`config.mk`:
```
export PLATFORM = sky130hd
export DESIGN_NAME = frame_update_scheduler
export DESIGN_NICKNAME = d
export VERILOG_FILES = /design/src/rtl/frame_update_scheduler_pkg.sv /design/src/rtl/frame_update_scheduler_btn_debounce.sv /design/src/rtl/frame_update_scheduler.sv
export SDC_FILE = /design/constraint.sdc
export NUM_CORES = 1
export LEC_CHECK = 0
export ABC_AREA = 1
export BUFFER_PORTS_ARGS = -buffer_cell sky130_fd_sc_hd__buf_2
export CAP_MARGIN = 10
export CORE_MARGIN = 8
export CORE_UTILIZATION = 55
export DETAILED_ROUTE_END_ITERATION = 8
export GPL_TIMING_DRIVEN = 0
export HOLD_SLACK_MARGIN = 0.03
export PLACE_DENSITY = 0.73
export SYNTH_ARGS = -nofsm -noshare
export SYNTH_HDL_FRONTEND = slang
export SYNTH_HIERARCHICAL = 1
export SYNTH_SLANG_ARGS = --single-unit
```
`constraint.sdc`:
```
create_clock -name ClkPort -period 1.6 [get_ports ClkPort]
set_input_delay 0.32 -clock ClkPort [delete_from_list [all_inputs] [get_ports ClkPort]]
set_output_delay 0.32 -clock ClkPort [all_outputs]
set_load 0.005 [all_outputs]
```
`src/rtl/frame_update_scheduler_pkg.sv`:
```
`default_nettype none
// Shared constants, client indices and FSM encoding for the frame update scheduler.
package frame_update_scheduler_pkg;

  localparam int DEF_NUM_CLIENTS     = 4;
  localparam int DEF_DEBOUNCE_CYCLES = 1000000;
  localparam int DEF_ACK_TIMEOUT     = 1024;

  localparam int CLIENT_ME     = 0;
  localparam int CLIENT_BOARD  = 1;
  localparam int CLIENT_SEATS  = 2;
  localparam int CLIENT_PODIUM = 3;

  typedef enum logic [1:0] {
    ST_IDLE     = 2'd0,
    ST_ISSUE    = 2'd1,
    ST_WAIT_ACK = 2'd2,
    ST_DONE     = 2'd3
  } sched_state_t;

endpackage
`default_nettype wire

```
`src/rtl/frame_update_scheduler_btn_debounce.sv`:
```
`default_nettype none
// One button bit: 2-flop synchronizer followed by a consecutive-mismatch debounce counter.
module btn_debounce
  import frame_update_scheduler_pkg::*;
#(
  parameter int DEBOUNCE_CYCLES = DEF_DEBOUNCE_CYCLES
) (
  input  logic ClkPort,
  input  logic Reset,
  input  logic raw,
  output logic level
);

  localparam int            CW       = $clog2(DEBOUNCE_CYCLES + 1);
  localparam logic [CW-1:0] CNT_LAST = CW'(DEBOUNCE_CYCLES - 1);

  logic          sync1;
  logic          sync2;
  logic [CW-1:0] cnt;

  always_ff @(posedge ClkPort or posedge Reset) begin
    if (Reset) begin
      sync1 <= 1'b0;
      sync2 <= 1'b0;
      cnt   <= '0;
      level <= 1'b0;
    end else begin
      sync1 <= raw;
      sync2 <= sync1;
      // Any cycle agreeing with the accepted level restarts the count.
      if (sync2 == level) begin
        cnt <= '0;
      end else if (cnt == CNT_LAST) begin
        cnt   <= '0;
        level <= sync2;
      end else begin
        cnt <= cnt + CW'(1);
      end
    end
  end

endmodule
`default_nettype wire

```
`src/rtl/frame_update_scheduler.sv`:
```
`default_nettype none
// Per-frame sequencer: on each vSync fall, latches debounced buttons and
// issues one-hot update requests to enabled clients in index order.
module frame_update_scheduler
  import frame_update_scheduler_pkg::*;
#(
  parameter int NUM_CLIENTS     = DEF_NUM_CLIENTS,
  parameter int DEBOUNCE_CYCLES = DEF_DEBOUNCE_CYCLES,
  parameter int ACK_TIMEOUT     = DEF_ACK_TIMEOUT
) (
  input  logic                   ClkPort,
  input  logic                   Reset,
  input  logic                   vSync,
  input  logic [3:0]             btn,
  input  logic [NUM_CLIENTS-1:0] en,
  input  logic [NUM_CLIENTS-1:0] upd_ack,
  input  logic                   clr,
  output logic [NUM_CLIENTS-1:0] upd_req,
  output logic [3:0]             dir,
  output logic [15:0]            frame_cnt,
  output logic                   busy,
  output logic                   overrun,
  output logic [NUM_CLIENTS-1:0] timeout
);

  localparam int            IW       = $clog2(NUM_CLIENTS + 1);
  localparam int            TW       = $clog2(ACK_TIMEOUT + 1);
  localparam logic [TW-1:0] TMR_LAST = TW'(ACK_TIMEOUT - 1);

  // Flops reset high so that releasing reset with vSync idle is not an edge.
  logic vs_sync1;
  logic vs_sync2;
  logic vs_prev;
  logic frame_start;

  always_ff @(posedge ClkPort or posedge Reset) begin
    if (Reset) begin
      vs_sync1 <= 1'b1;
      vs_sync2 <= 1'b1;
      vs_prev  <= 1'b1;
    end else begin
      vs_sync1 <= vSync;
      vs_sync2 <= vs_sync1;
      vs_prev  <= vs_sync2;
    end
  end

  assign frame_start = vs_prev & ~vs_sync2;

  logic [3:0] btn_level;

  for (genvar b = 0; b < 4; b++) begin : g_btn
    btn_debounce #(
      .DEBOUNCE_CYCLES(DEBOUNCE_CYCLES)
    ) u_debounce (
      .ClkPort(ClkPort),
      .Reset  (Reset),
      .raw    (btn[b]),
      .level  (btn_level[b])
    );
  end

  sched_state_t          state;
  logic [IW-1:0]         idx;
  logic [TW-1:0]         tmr;
  logic [IW-1:0]         sel;
  logic                  sel_valid;
  logic                  ack_hit;
  logic                  ack_expired;
  logic [NUM_CLIENTS-1:0] timeout_set;
  logic                  overrun_set;

  // Lowest enabled client at or above the current index.
  always_comb begin
    sel       = '0;
    sel_valid = 1'b0;
    for (int i = NUM_CLIENTS - 1; i >= 0; i--) begin
      if (en[i] && (IW'(i) >= idx)) begin
        sel       = IW'(i);
        sel_valid = 1'b1;
      end
    end
  end

  assign ack_hit     = |(upd_ack & upd_req);
  assign ack_expired = (state == ST_WAIT_ACK) && !ack_hit && (tmr == TMR_LAST);
  assign timeout_set = ack_expired ? upd_req : '0;
  assign overrun_set = frame_start && (state != ST_IDLE);

  // Set events are OR-ed in after the clear so a same-cycle set survives.
  always_ff @(posedge ClkPort or posedge Reset) begin
    if (Reset) begin
      overrun <= 1'b0;
      timeout <= '0;
    end else begin
      overrun <= (overrun & ~clr) | overrun_set;
      timeout <= (clr ? '0 : timeout) | timeout_set;
    end
  end

  always_ff @(posedge ClkPort or posedge Reset) begin
    if (Reset) begin
      state     <= ST_IDLE;
      idx       <= '0;
      tmr       <= '0;
      upd_req   <= '0;
      dir       <= 4'b0000;
      frame_cnt <= 16'h0000;
      busy      <= 1'b0;
    end else begin
      case (state)
        ST_IDLE: begin
          if (frame_start) begin
            dir   <= btn_level;
            idx   <= '0;
            busy  <= 1'b1;
            state <= ST_ISSUE;
          end
        end
        ST_ISSUE: begin
          if (sel_valid) begin
            idx     <= sel;
            tmr     <= '0;
            upd_req <= NUM_CLIENTS'(1) << sel;
            state   <= ST_WAIT_ACK;
          end else begin
            state <= ST_DONE;
          end
        end
        ST_WAIT_ACK: begin
          if (ack_hit || ack_expired) begin
            upd_req <= '0;
            idx     <= idx + IW'(1);
            state   <= ST_ISSUE;
          end else begin
            tmr <= tmr + TW'(1);
          end
        end
        ST_DONE: begin
          frame_cnt <= frame_cnt + 16'd1;
          busy      <= 1'b0;
          state     <= ST_IDLE;
        end
        default: state <= ST_IDLE;
      endcase
    end
  end

endmodule
`default_nettype wire

```
==> reports/results.ini, run 1 <==
[layout]
final_common_cell=nand2_1
drive_above_1_share_pct=28.1
antenna_cells=0
fin_cells=1259
fillerInstances=1154
nets=1091
fin_area_sq_um=9550
final_cell_mix=nand2_1, nor2_1, dfrtp_1
syn_to_final_growth_pct=19.5

[routing]
routedWlPerCell_um=13.2
ant_nets=0
routed_wirelength_mm=16.7
via_per_inst=5.05
drt_iter0_markers=286
firstDrtPassIters=5
drc=0
vias=6353

[critical_path]
path_max_fanout=5
arrival_ps=1920
crit_required_ps=1910
slowest_delay_ps=430
path_cells=inv_2 -> ha_4 -> inv_4 -> a21oi_4 -> nand4_1 -> nand2_4 -> buf_8 -> inv_6 -> nand2_1 -> nand2_1
worst_setup_path_end_kind=flip-flop
critPathLaunchType=flip-flop
critPathKind=reg2reg
critical_path_buf_inv_count=4
crit_slowest_cell=dfrtp_2
crit_top_cell=nand2_1
critPathTopFamily=simple AND/OR/NAND/NOR gates

[cts]
cts_tree=built
clk_path_buf_depth=2
htree_num_levels=4
clk_latency_ps=420
cts.clk_slew.worst_paths_ps=60
cts_root_buf=clkbuf_16
cts_made_buffers=17
cts.sinks=141

[grt]
antenna_found_initial=1
grt_pass1_vias=6264
grt_usage_pct=19.0
grt_max_degree=33
grt_pass1_wl_mm=28.7
grt.overflow.total=0

[sta]
hold_violations=0
worst_pin_slew_ps=874
fin_ws_ps=-11.4
finalCriticalPeriod_ps=1610
fin_crit_sh_pct=101
whs_ps=193
rsz0062_at_grt=yes
setup_viol=3
fmax_mhz=621
finalMaxSlewViolations=0
setup_tns_ps=-21.3
slew_headroom_pct=41.7
clock_skew_ps=8.20

[synth]
synth_fa_ha_area_share_pct=2.04
async_reset_ff_share_pct=100
syn_avg_cell_area_sq_um=8.27
syn_area_sq_um=7990
syn_nets=995
synth-simple-area-share_pct=36.7
synth_edf_count=0
synth_mux_area_share_pct=0.564
syn_inst=966
synth_compound_area_share_pct=3.95
synth_xor_area_share_pct=6.84
yosysSeqAreaShare_pct=44.2
synth-seq-cells=141
synth_top_family_by_area=simple AND/OR/NAND/NOR gates
synth_warnings=6
yosysUniqueCellTypes=34
synthFlopType=dfrtp_1

[place]
gp_congestion=0.859
dpl.cell_count=1196
placed_area_sq_um=8460
io_buffers=45
dp_hpwl_mm=11.7

[floorplan]
die_w_um=137
start_util_pct=55.6
num_rows=44
fp.coreArea_sq_um=14400
dieArea_sq_um=18600
io_pins=46
fp.dieH_um=137

[min_path]
hold_path.class=in2reg

[power]
vdd_drop_max_mv=0.846
powerDensity_nw_per_um2=1080
power_leakage_nw=4.31
finalPower_mw=10.3

[outcome]
status=complete, but fails checks
failed_checks=setup timing

[flow_run]
max_cap_viol_count=0

-- registers in the layout (all words and copies together), names as in the netlist, 4 cells and up --
| signal | cells |
|---|---|
| frame_cnt | 16 |
| g_btn.u_debounce/sync1 | 4 |
| g_btn.u_debounce/level | 4 |
| upd_req | 4 |
| g_btn.u_debounce/sync2 | 4 |
| tmr | 11 |
| dir | 4 |
| g_btn.u_debounce/cnt | 80 |
| timeout | 4 |
-- cells by family after synthesis --
kind of cell,after synthesis
buf+inv,116
xor+xnor,59
simple gates,578
compound gates,55
fa+ha+maj,13
flops,141
mux,4
-- worst paths after layout --
path	startpoint	endpoint	slack (ps)	depth (start not counted)
worst max-delay path	state[1]	tmr[8]	-10	10
worst min-delay path	clr	timeout[2]	190	2
worst max register to register	state[1]	tmr[8]	-10	10
worst min register to register	g_btn[2].u_debounce/sync1	g_btn[2].u_debounce/sync2	350	0
max in group asynchronous	Reset	g_btn[2].u_debounce/cnt[3]	350	3
min in group asynchronous	Reset	dir[3]	510	3
-- cell type report --
| class | count | area (sq um) | area share, % |
|---|---|---|---|
| tap | 184 | 230 | 2.41 |
| clock inverter | 15 | 165 | 1.73 |
| multi-input combinational | 709 | 4220 | 44.2 |
| inverter | 113 | 432 | 4.52 |
| sequential | 141 | 3540 | 37.0 |
| buffer | 3 | 30.0 | 0.314 |
| timing repair buffer | 77 | 513 | 5.37 |
| clock buffer | 17 | 425 | 4.45 |
-- repair_timing --
item                                   in CTS  in global routing
endpoints found under the hold margin      22                  0
resized for setup                          27                 34
gates cloned                                1                  0
buffers inserted                           17                  7
pin swaps                                   9                 11
setup endpoints to repair                  25                 29
hold buffers                                6                  0
-- worst register-to-register path: cells and delay by family, from the launching register on --
family,cells,cell delay (ps)
and+or+nand+nor,4,490
buffers and inverters,4,310
DFF,1,430
adders and majority gates,1,150
AOI/OAI and AO/OA,1,130
-- stage by stage --
| step | setup WS, ps | utilization, % |
|---|---|---|
| CTS | -13.7 | 65.2 |
| global placement | -611 | 58.8 |
| global route | -86.7 | 66.5 |
| finish | -11.4 | 66.5 |
| floorplan | 112 | - |
| detailed placement | -184 | 58.9 |
-- report_power, final --
part | total, mW | internal (mW) | switching, mW
logic | 2.44 | 1.05 | 1.39
clock network | 3.88 | 2.32 | 1.57
registers | 4.02 | 3.79 | 0.237
-- cells in the mapped netlist (all sizes together) (3+ instances only) --
master,n,area [sq um]
a21oi,13,65.1
dfrtp,138,3450
dfstp,3,78.8
ha,13,163
inv,113,427
mux2,4,45.0
nand2,224,1000
nand3,77,430
nand3b,5,37.5
nand4,21,131
nor2,223,1100
nor3,13,85.1
nor3b,8,100
o21ai,34,196
o22ai,5,31.3
or2,6,37.5
xnor2,15,131
xor2,44,415
-- metal layers --
metal	wire length, um	up-vias	global-route usage, %
met4	202	2	7.26
met2	8060	101	31.0
met3	726	18	4.74
met5	8	-	0
met1	7660	2983	23.8
li1	-	3249	-
No activity file was read; power rests on OpenSTA's default activity.
==> inputs of run 2 (changes only) <==
Settings changed: HOLD_SLACK_MARGIN 0.03 to 0.05, SYNTH_HIERARCHICAL 1 to not set.
==> reports/results.ini, run 2 <==
[routing]
top_layer_used=met4
wl_met1_mm=7.52  ; -1.8%
routedWlPerCell_um=13.9  ; +4.8%
ant_nets=0  ; unchanged
drc=0  ; unchanged
met2_wirelength_mm=8.47  ; +5.1%
vias=6295  ; -0.91%
drt_iter0_markers=475  ; +66%
wl_met3_um=704  ; -3.0%
firstDrtPassIters=5  ; unchanged
routed_wirelength_mm=16.9  ; +1.5%
via_per_inst=5.16  ; +2.3%

[layout]
syn_to_final_growth_pct=28.3
fillerInstances=945  ; -18%
drive_above_1_share_pct=22.9  ; -5.2 points
nets=1061  ; -2.7%
final_core_utilization_pct=71.3  ; +4.9 points
final_cell_mix=nand2_1, nor2_1, dfrtp_1
antenna_cells=0  ; unchanged
largest_reg_flops=80  ; unchanged
final_common_cell=nand2_1
reg_top3=g_btn.u_debounce.cnt x80, frame_cnt x16, tmr x11
fin_cells=1220  ; -3.1%
largest-register=g_btn.u_debounce.cnt

[floorplan]
fp.coreArea_sq_um=13100  ; -8.9%
num_rows=42  ; -4.5%
die_w_um=131  ; -4.0%
dieArea_sq_um=17200  ; -7.9%
start_util_pct=55.6  ; about the same
io_pins=46  ; unchanged
fp.dieH_um=131  ; -4.0%

[grt]
antenna_found_initial=0  ; -1
grt_max_degree=43  ; +30%
grt_pass1_vias=5994  ; -4.3%
grt_usage_pct=19.9  ; +0.92 points
grt_pass1_wl_mm=27.1  ; -5.5%
grt.overflow.total=0  ; unchanged

[place]
gp_congestion=0.851  ; -0.89%
dp_hpwl_mm=10.5  ; -10%
dpl.cell_count=1142  ; -4.5%
io_buffers=45  ; unchanged

[sta]
clock_skew_ps=7.37  ; -0.837 ps
slew_headroom_pct=48.0  ; +6.3 points
rsz0062_at_grt=yes
finalCriticalPeriod_ps=1640  ; +29.1 ps
hold_violations=0  ; unchanged
fin_crit_sh_pct=103  ; +1.8 points
worst_pin_slew_ps=779  ; -95.2 ps
finalMaxSlewViolations=0  ; unchanged
setup_viol=7  ; +4
fmax_mhz=610  ; -1.8%
fin_ws_ps=-40.5  ; -29.1 ps

[synth]
syn_area_sq_um=7280  ; -8.9%
syn_avg_cell_area_sq_um=7.93  ; -4.1%
synth_edf_count=0  ; unchanged
yosysUniqueCellTypes=35  ; +2.9%
async_reset_ff_share_pct=100  ; unchanged
yosysSeqAreaShare_pct=48.5  ; +4.3 points
syn_inst=918  ; -5.0%
synthFlopType=dfrtp_1
synth_top_area_share_pct=47.5  ; +4.2 points
synth_warnings=0  ; -6
synth-seq-cells=141  ; unchanged
syn_nets=948  ; -4.7%
synth_most_common_cell=nand2_1
synth_top_area_cell=dfrtp_1
synth.top_cells.by_count=nand2_1, nor2_1, dfrtp_1
ys_top_cells_by_area=dfrtp_1, nand2_1, nor2_1

[power]
vdd_drop_max_mv=1.49  ; +76%
power_leakage_nw=4.29  ; -0.34%
powerDensity_nw_per_um2=1210  ; +12%

[outcome]
status=complete, but fails checks
failed_checks=setup timing

[flow_run]
max_cap_viol_count=0  ; unchanged

[critical_path]
critPathKind=reg2reg
path_max_fanout=5  ; unchanged
crit_required_ps=1970  ; +60 ps
critPathLaunchType=flip-flop
worst_setup_path_end_kind=flip-flop
arrival_ps=2010  ; +90 ps

[min_path]
hold_path.class=in2async

[cts]
cts.sinks=141  ; unchanged
cts_made_buffers=17  ; unchanged
htree_num_levels=4  ; unchanged
clk_path_buf_depth=2  ; unchanged
cts_tree=built
cts_root_buf=clkbuf_16
cts.clk_slew.worst_paths_ps=60  ; about the same
clk_latency_ps=420  ; about the same

## run 2: changes by cell type after synthesis, moves of 7 or more
| cell | previous run | this run |
|---|---|---|
| nor3_1 | 9 | 52 |
| o21ai_0 | 11 | 24 |
| inv_1 | 104 | 123 |
| nand3_1 | 68 | 56 |
| nor3b_2 | 8 | 0 |
| nor2_2 | 25 | 2 |
| o21ai_2 | 7 | 0 |
| nand2_2 | 41 | 4 |
| o21ai_1 | 16 | 2 |
| nor2_4 | 27 | 3 |
| nand2_1 | 175 | 203 |
| inv_2 | 8 | 0 |
| nand3_2 | 9 | 0 |
## run 2: kinds of logic (layout without fill, tap and decap cells)
family	count (synthesis)	in the layout	share of synthesized area, %
AO/OA/AOI/OAI	50	50	3.70
XOR/XNOR	57	57	6.86
adder cells (fa/ha/maj)	14	14	2.41
buffers and inverters	129	255	6.86
flip-flops	141	141	48.5
multiplexers	3	3	0.464
AND/OR/NAND/NOR	524	524	31.2
## run 2: cell type report
type	count	area, sq um	share of cell area [%]
Multi-Input combinational cell	648	3750	40.2
Clock inverter	14	166	1.78
Tap cell	176	220	2.36
Sequential cell	141	3530	37.9
Inverter	124	472	5.05
Buffer	5	53.8	0.576
Clock buffer	18	439	4.70
Timing Repair Buffer	94	696	7.45
## run 2: path summary, 6_finish.rpt
| path | slack, ps | cells after the start | from | endpoint |
|---|---|---|---|---|
| worst max-delay path | -40 | 10 | tmr[1] | upd_req[3] |
| worst min-delay path | 30 | 2 | Reset | dir[0] |
| worst max register to register | -40 | 10 | tmr[1] | upd_req[3] |
| worst min register to register | 350 | 0 | g_btn[1].u_debounce.sync1 | g_btn[1].u_debounce.sync2 |
| max in group asynchronous | 870 | 3 | Reset | vs_sync2 |
| min in group ClkPort | 140 | 2 | clr | timeout[2] |
## run 2: power breakdown
group | switching, mW | total, mW | internal, mW
registers | 0.264 | 4.07 | 3.80
clock network | 1.58 | 4.07 | 2.49
logic | 1.77 | 3.20 | 1.43
## run 2: through the flow
| step | worst slack (ps) | setup TNS, ps | cell area (sq um) | total power [mW] | hold slack (ps) |
|---|---|---|---|---|---|
| after floorplan | -481 | -66520 | 7280 | 5.32 | 324 |
| after global placement | -1390 | -199430 | 7730 | 5.81 | 333 |
| after detailed placement | -372 | -7500 | 7790 | 5.86 | 335 |
| after CTS | 0.240 | 0 | 8780 | 10.6 | 55.4 |
| after global routing | -96.0 | -1270 | 9340 | 11.8 | 88.3 |
| final | -40.5 | -140 | 9340 | 11.3 | 33.0 |
## run 2: per-layer routing
layer	track usage, %	vias to the layer above
met1	24.8	3009
li1	-	3135
met4	5.47	0
met5	0	-
met2	33.5	129
met3	5.11	22
## run 2: timing repair
action	in CTS	in global routing
resized for setup	44	107
hold endpoints to repair	5	0
endpoints found under the setup margin	71	83
setup buffers	19	21
hold buffers	5	0
cloned	1	0
pin swaps	5	33
## run 2: critical path: stages (launching register included)
cell	delay [ps]
dfrtp_1	400
ha_4	170
nand2_4	50
nor2_4	150
nand2_4	70
o21ai_4	180
buf_6	160
nand2_4	50
nor2_4	170
nand3_1	100
nand2_1	60
==> inputs of run 3 (changes only) <==
Settings changed: CELL_PAD_IN_SITES_DETAIL_PLACEMENT set to 1, CELL_PAD_IN_SITES_GLOBAL_PLACEMENT set to 2, CORE_UTILIZATION 55 to 36, PLACE_DENSITY 0.73 to not set, PLACE_DENSITY_LB_ADDON set to 0.1.
==> reports/results.ini, run 3 (synthesis results as in run 2) <==
[power]
share_comb_of_total_power_pct=25.4  ; -2.8 points
seq_power_share_pct=37.5  ; +1.6 points
power.switching_mw=3.32  ; -8.0%
power_leakage_nw=4.27  ; -0.48%
switching_share_pct=30.7  ; -1.1 points
powerDensity_nw_per_um2=1150  ; -5.7%
vdd_drop_max_mv=0.660  ; -56%
p_int_mw=7.49  ; -3.1%
clkPwrFrac_pct=37.1  ; +1.2 points

[layout]
largest-register=g_btn.u_debounce.cnt
multiInputGateArea_sq_um=3690  ; -1.7%
syn_to_final_growth_pct=29.7
fin_cells=1322  ; +8.4%
largest_reg_flops=80  ; unchanged
fin_area_sq_um=9440  ; +1.1%
drive_above_1_share_pct=22.3  ; -0.55 points
final_cell_mix=nand2_1, nor2_1, dfrtp_1
nets=1069  ; +0.75%
antenna_cells=0  ; unchanged
reg_top3=g_btn.u_debounce.cnt x80, frame_cnt x16, tmr x11
seqCellArea_sq_um=3540  ; about the same
final_common_cell=nand2_1
final_core_utilization_pct=47.1  ; -24 points
fillerInstances=2448  ; +160%

[routing]
ant_nets=0  ; unchanged
routedWlPerCell_um=14.3  ; +3.2%
firstDrtPassIters=4  ; -1
routed_wirelength_mm=18.9  ; +12%
via_per_inst=4.69  ; -9.2%
vias=6197  ; -1.6%
drt_iter0_markers=171  ; -64%
drc=0  ; unchanged

[grt]
grt_max_degree=39  ; -9.3%
grt_pass1_vias=6581  ; +9.8%
grt_pass1_wl_mm=32.1  ; +18%
grt.overflow.total=0  ; unchanged
antenna_found_initial=0  ; unchanged
grt_usage_pct=16.1  ; -3.8 points

[sta]
rsz0062_at_grt=yes
fin_crit_sh_pct=99.6  ; -2.9 points
slew_headroom_pct=44.5  ; -3.5 points
hold_violations=0  ; unchanged
fmax_mhz=627  ; +2.9%
setup_viol=0  ; -7
finalMaxSlewViolations=0  ; unchanged
worst_pin_slew_ps=831  ; +52.1 ps
whs_ps=51.7  ; +18.7 ps
clock_skew_ps=12.6  ; +5.24 ps
finalCriticalPeriod_ps=1590  ; -46.2 ps

[place]
placed_area_sq_um=7920  ; +1.8%
io_buffers=45  ; unchanged
dp_hpwl_mm=13.2  ; +26%
dpl.cell_count=1237  ; +8.3%
gp_congestion=0.739  ; -13%

[critical_path]
critPathKind=reg2reg
arrival_ps=1900  ; -110 ps
reg2regPathDepth=12  ; +2
worst_setup_path_end_kind=flip-flop
crit_required_ps=1910  ; -60 ps
path_max_fanout=7  ; +2
critical_path_buf_inv_count=4  ; +3
path_depth=12  ; +2
critPathLaunchType=flip-flop
critPathTopFamily=simple AND/OR/NAND/NOR gates
slowest_delay_ps=440  ; +40 ps
path_cells=inv_2 -> ha_1 -> inv_1 -> o21ai_0 -> nand2_1 -> nand2_2 -> inv_2 -> nand2_4 -> nand2_8 -> clkbuf_16 -> nand2_2 -> nand2_1
crit_slowest_cell=dfrtp_2

[flow_run]
max_cap_viol_count=0  ; unchanged

[cts]
cts_root_buf=clkbuf_16
cts.clk_slew.worst_paths_ps=60  ; about the same
cts.sinks=141  ; unchanged
cts_tree=built
htree_num_levels=4  ; unchanged
clk_latency_ps=430  ; about the same
cts_made_buffers=17  ; unchanged
clk_path_buf_depth=2  ; unchanged

[floorplan]
start_util_pct=36.3  ; -19 points
dieArea_sq_um=25000  ; +46%
fp.coreArea_sq_um=20000  ; +53%
die_w_um=158  ; +21%
fp.dieH_um=158  ; +21%
io_pins=46  ; unchanged
num_rows=52  ; +24%

[outcome]
status=complete, no violations

[min_path]
hold_path.class=in2async

==> run 3: cell type report <==
class                           count  area share (%)
Buffer                              5           0.557
Clock buffer                       22            5.13
Clock inverter                     10            1.19
Inverter                          124            5.00
Multi-Input combinational cell    648            39.1
Sequential cell                   141            37.5
Tap cell                          270            3.58
Timing Repair Buffer              102            7.94
==> run 3: power by group through the flow <==
stage          clock [mW]  sequential, mW  combinational [mW]
2_1_floorplan           0            4.06                1.26
3_3_place_gp            0            4.11                1.80
3_5_place_dp            0            4.12                1.85
4_1_cts              4.15            4.03                2.34
5_1_grt              4.26            4.10                3.07
6_report             4.01            4.05                2.75
==> run 3: routing by layer <==
layer	global-route usage [%]	part of all wire, %	vias up
li1	-	-	3134
met1	21.1	48	3003
met2	26.3	49	43
met3	3.14	1.7	17
met5	0	0	-
met4	4.76	1.2	0
==> run 3: final timing paths <==
| check | to | startpoint | slack, ps |
|---|---|---|---|
| max in group asynchronous | g_btn[1].u_debounce.cnt[10] | Reset | 550 |
| min | g_btn[2].u_debounce.cnt[4] | Reset | 50 |
| max | tmr[9] | idx[0] | 6 |
| max reg2reg | tmr[9] | idx[0] | 6 |
| min reg2reg | g_btn[3].u_debounce.sync2 | g_btn[3].u_debounce.sync1 | 350 |
| min in group ClkPort | timeout[2] | clr | 160 |
==> run 3: metrics by stage <==
step                      setup WS [ps]  power (mW)  setup TNS (ps)
after floorplan                    -481        5.32          -66520
after global placement            -1620        5.91         -235040
after detailed placement           -350        5.96          -12230
after CTS                         -44.6        10.5            -435
after global routing               -104        11.4           -1390
final                              5.64        10.8               0
==> run 3: repair_timing <==
item | in CTS | in global routing
endpoints found under the setup margin | 80 | 85
pin swaps | 10 | 30
buffers inserted | 23 | 24
gates cloned | 0 | 1
hold endpoints to repair | 5 | 0
hold buffers | 5 | 0
gates resized for setup | 41 | 91
